[src/rtl/case3_pattern_tester.sv]
// case3_pattern_tester: exhaustive 128-vector self-test driver for case3.
// Define CASE3_TESTER_CHECK_EN to add the golden-model cross-check.
module case3_pattern_tester #(
  parameter int         RESP_LAT = 1,
  parameter logic [7:0] EXP_X    = 8'd4,
  parameter logic [7:0] EXP_Y    = 8'd120,
  parameter logic [7:0] EXP_Z    = 8'd64
) (
  input  logic       clk,
  input  logic       rst_n,
  input  logic       start,
  output logic [6:0] vec,
  input  logic [2:0] resp,
  output logic       busy,
  output logic       done,
  output logic       pass,
  output logic [7:0] cnt_x,
  output logic [7:0] cnt_y,
  output logic [7:0] cnt_z
`ifdef CASE3_TESTER_CHECK_EN
  ,
  output logic [7:0] mis_cnt,
  output logic [6:0] first_fail
`endif
);

  typedef enum logic [1:0] {
    IDLE,
    RUN,
    DRAIN,
    DONE
  } state_t;

  state_t              state;
  state_t              state_n;
  logic [6:0]          vec_n;
  logic                accept;
  logic                launch;
  logic                sample;
  logic                fin;
  logic                match;
  logic [RESP_LAT-1:0] tag;

  assign accept = start && ((state == IDLE) || (state == DONE));
  assign launch = accept || (state == RUN);
  assign sample = tag[RESP_LAT-1];
  assign fin    = (state == DRAIN) && (tag == '0);
  assign busy   = (state == RUN) || (state == DRAIN);
  assign done   = (state == DONE);

  always_comb begin
    state_n = state;
    vec_n   = vec;
    unique case (state)
      IDLE, DONE: begin
        if (accept) begin
          state_n = RUN;
          vec_n   = '0;
        end
      end
      RUN: begin
        vec_n = vec + 7'd1;
        if (vec == 7'd126) state_n = DRAIN;
      end
      DRAIN: begin
        if (tag == '0) state_n = DONE;
      end
    endcase
  end

  always_ff @(posedge clk or negedge rst_n) begin
    if (!rst_n) begin
      state <= IDLE;
      vec   <= '0;
    end else begin
      state <= state_n;
      vec   <= vec_n;
    end
  end

  // tag[k] set means a vector was launched k+1 edges ago
  always_ff @(posedge clk or negedge rst_n) begin
    if (!rst_n) begin
      tag <= '0;
    end else begin
      tag[0] <= launch;
      for (int i = 1; i < RESP_LAT; i++) tag[i] <= tag[i-1];
    end
  end

  always_ff @(posedge clk or negedge rst_n) begin
    if (!rst_n) begin
      cnt_x <= '0;
      cnt_y <= '0;
      cnt_z <= '0;
    end else if (accept) begin
      cnt_x <= '0;
      cnt_y <= '0;
      cnt_z <= '0;
    end else if (sample) begin
      cnt_x <= cnt_x + {7'd0, resp[2]};
      cnt_y <= cnt_y + {7'd0, resp[1]};
      cnt_z <= cnt_z + {7'd0, resp[0]};
    end
  end

`ifdef CASE3_TESTER_CHECK_EN
  logic [6:0] vpipe [RESP_LAT];
  logic [6:0] sv;
  logic [2:0] gold;
  logic       a, b, c, d, e, f, g, eg;

  assign sv = vpipe[RESP_LAT-1];
  assign {a, b, c, d, e, f, g} = sv;
  assign eg = e & g;
  assign gold[2] = a & b & c & d & e;
  assign gold[1] = b | c | (d ^ f) | (e ^ g);
  assign gold[0] = d ? ((eg | ~c) & ~(eg & a & b))
                     : ((c & ~eg) | (a & b & eg));

  // vpipe tracks the launched vector alongside its tag bit
  always_ff @(posedge clk or negedge rst_n) begin
    if (!rst_n) begin
      for (int i = 0; i < RESP_LAT; i++) vpipe[i] <= '0;
    end else begin
      vpipe[0] <= vec_n;
      for (int i = 1; i < RESP_LAT; i++) vpipe[i] <= vpipe[i-1];
    end
  end

  always_ff @(posedge clk or negedge rst_n) begin
    if (!rst_n) begin
      mis_cnt    <= '0;
      first_fail <= '0;
    end else if (accept) begin
      mis_cnt    <= '0;
      first_fail <= '0;
    end else if (sample && (gold != resp)) begin
      mis_cnt <= mis_cnt + 8'd1;
      if (mis_cnt == 8'd0) first_fail <= sv;
    end
  end

  assign match = (cnt_x == EXP_X) && (cnt_y == EXP_Y) &&
                 (cnt_z == EXP_Z) && (mis_cnt == 8'd0);
`else
  assign match = (cnt_x == EXP_X) && (cnt_y == EXP_Y) &&
                 (cnt_z == EXP_Z);
`endif

  always_ff @(posedge clk or negedge rst_n) begin
    if (!rst_n) begin
      pass <= 1'b0;
    end else if (accept) begin
      pass <= 1'b0;
    end else if (fin) begin
      pass <= match;
    end
  end

endmodule
[config.mk]
export PLATFORM = sky130hd
export DESIGN_NAME = case3_pattern_tester
export DESIGN_NICKNAME = d
export VERILOG_FILES = /design/src/rtl/case3_pattern_tester.sv
export SDC_FILE = /design/constraint.sdc
export NUM_CORES = 1
export LEC_CHECK = 0
export ABC_AREA = 1
export BUFFER_PORTS_ARGS = -buffer_cell sky130_fd_sc_hd__buf_4
export CAP_MARGIN = 20
export CORE_AREA = 5 5 81 83
export CTS_BUF_LIST = sky130_fd_sc_hd__clkbuf_2
export DETAILED_ROUTE_END_ITERATION = 7
export DIE_AREA = 0 0 86 88
export GPL_TIMING_DRIVEN = 0
export PLACE_DENSITY = 0.49
export SLEW_MARGIN = 15
export SYNTH_ARGS = -nofsm -noshare
export SYNTH_HDL_FRONTEND = slang
export SYNTH_SLANG_ARGS = --single-unit
[constraint.sdc]
create_clock -name clk -period 3.01 [get_ports clk]
set_input_delay 0.903 -clock clk [delete_from_list [all_inputs] [get_ports clk]]
set_output_delay 0.903 -clock clk [all_outputs]
set_load 0.05 [all_outputs]
==> run summary <==
Post-CTS Hold Fix Bufs: 0
Chip width: 86 um
Post-CTS sizing: 0
Overflow after GRT: 0
Critical Path Source: state[0]$_DFFE_PN0P_
RR Startpoint: state[0]$_DFFE_PN0P_
LEAKAGE: 0.00125 uW
Setup Skew: 0.0149 ns
Peak Freq: 410 MHz
Placer Congestion: 0.746
Routed wire per std cell: 12.5 um
Synth top area share: 0.457
Yosys cell types: 26
Period utilisation layout: 0.810
Final ANT Viol Nets: 0
CTS Buf Count: 5
Crit path max fanout: 5
Max Root-Sink Buffers: 2
Share of cells above drive strength 1: 0.181
Nets@finish: 312
Core box area: 5780 um2
Die Height: 88 um
Die area: 7570 um2
Setup crit start kind: flop
Slew HR: 0.686
Pre-antenna DRT Iters: 4
Post-route cell area: 2330 um2
Max-slew violations: 0
Max Cap Viol: 0
Worst vdd ir: 0.309 mV
Iter 0 DRT Violations: 75
CTS root buffer: clkbuf_2
# diodes: 0
Synth Register Bits: 35
IO Pins: 40
Cell count after synthesis: 248
Row count: 28
Routed wire length: 4610 um
CP arrival: 1.53 ns
CTS tree: done
Outcome: finished clean
Post-Syn Area per Cell: 7.73 um2
Via Count: 1686
Postcts setup bufs: 0
Worst Setup End Kind: output pin
Fill cells: 610
Min-delay worst type: input pin to async pin
Sequential fraction of the synthesis area: 0.457
PwrDens: 931 nW/um2
CTS clk-pin slew, worst paths: 0.18 ns
Largest area contributor in the synthesized netlist: dfrtp_1
Initial antenna violation count: 0
GR Util All Layers: 0.133
Worst-margin pin slew: 0.471 ns
Syn Nets: 266
RSZ-0062 raised after global routing: no
Hold_ws: 0.439 ns
R2R setup slack: 1.26 ns
Placed Instance Area: 2300 um2
Clock Sinks: 35
First-pass GRT wire length: 7940 um
FF-to-FF path depth: 9
CP Class: flop to output pin
Port bufs: 39
Fin Setup TNS: 0 ns
Critical R2R Capture: vec[5]$_DFFE_PN0P_
H-tree depth: 2
Crit path required time: 2.11 ns
Hold Fails Final Rpt: 0
Initial Util: 0.332
Clock insertion delay at the later pin of the skew report: 0.38 ns
Area delta synth->final: 21.7%
Vias in the first global route: 1675
Vias per Instance: 4.58
Top post-synthesis cells by area: dfrtp_1, nand2_1, nor2_1, ha_1, inv_1
Netlist Area Pre-Place: 1920 um2
Dpl hpwl: 3390 um
Finished Layout Cells: 368
DR DRC count: 0
Placed insts: 362
Ys Warns: 0
Final Setup Violations: 0
Min cycle time layout: 2.44 ns
Largest net degree at the start of global routing: 36
Crit path capture: busy
[Yosys cell counts, drive strengths merged]
cell	number
a211oi	1
a31oi	1
nand3b	1
nor3	6
buf	4
or2	1
dfrtp	35
nor3b	1
o21ai	15
nand4	3
and2	1
a21oi	17
nand3	17
nand2	53
o22ai	1
ha	12
o21a	1
inv	29
nor2	49
[where the power goes]
group	total, uW	switching [uW]	internal [uW]
registers	714	130	584
logic	1250	875	375
clock network	209	156	52.5
total	2170	1160	1010
[area by class of cell]
type                            count  area [um2]  share of cell area
Buffer                              4        25.0              0.0107
Tap cell                           75        93.8              0.0402
Multi-Input combinational cell    180         902               0.387
Clock buffer                        6        30.0              0.0129
Inverter                           29         114              0.0488
Timing Repair Buffer               39         293               0.125
Sequential cell                    35         876               0.375
[cell usage in the layout, fill, tap and decap left out]
cell type   n
buf_1       1
a211oi_1    1
o21ai_0    14
inv_6       1
buf_4      39
or2_1       1
o22ai_1     1
and2_1      1
ha_1       12
nor3_4      1
nand3_2     1
nor3_1      5
a31oi_1     1
nand3b_1    1
dfrtp_1    35
a21oi_1    17
nand2_1    53
buf_6       1
inv_2       1
nor2_1     49
nand4_1     3
o21a_1      1
clkbuf_2    6
o21ai_2     1
nand3_1    16
inv_1      27
nor3b_1     1
buf_2       2
[layer usage]
| layer | track usage | up-vias | part of all wire |
|---|---|---|---|
| met5 | 0 | - | 0 |
| met4 | 0.0388 | 0 | 0.012 |
| met3 | 0.0348 | 5 | 0.045 |
| met2 | 0.204 | 27 | 0.44 |
| met1 | 0.185 | 767 | 0.50 |
| li1 | - | 887 | - |
[worst min-delay path by stage]
stage,from,end,slack (ns),cells after the start
CTS,rst_n,vec[0]$_DFFE_PN0P_,0.45,1
floorplan,state[1]$_DFFE_PN0P_,state[1]$_DFFE_PN0P_,0.49,2
global placement,state[1]$_DFFE_PN0P_,state[1]$_DFFE_PN0P_,0.54,2
global route,rst_n,sample$_DFF_PN0_,0.46,1
detailed placement,state[1]$_DFFE_PN0P_,state[1]$_DFFE_PN0P_,0.55,2
finish,rst_n,cnt_y[4]$_DFFE_PN0P_,0.44,1
[per-stage QoR]
stage | util | total power [uW] | setup WS (ns)
finish | 0.404 | 2170 | 0.573
global route | 0.404 | 2370 | 0.429
CTS | 0.404 | 2210 | 0.535
detailed placement | 0.398 | 1990 | 0.991
global placement | 0.398 | 1990 | 0.983
floorplan | - | 1620 | 1.00
[registers in the layout, summed over array words and instances (netlist names)]
signal	cells
state	2
cnt_z	8
cnt_y	8
sample	1
cnt_x	8
vec	7
pass	1
[cells by family after synthesis]
family,share of synthesized area
adder cells (fa/ha/maj),0.0783
buffers and inverters,0.0725
AND/OR/NAND/NOR,0.292
AO/OA/AOI/OAI,0.0999
flip-flops,0.457
[critical path, stage by stage, from the launching register on]
cell	delay, ns
dfrtp_1	0.46
inv_1	0.06
ha_1	0.33
inv_1	0.10
buf_4	0.20
No activity file was read; power rests on OpenSTA's default activity.
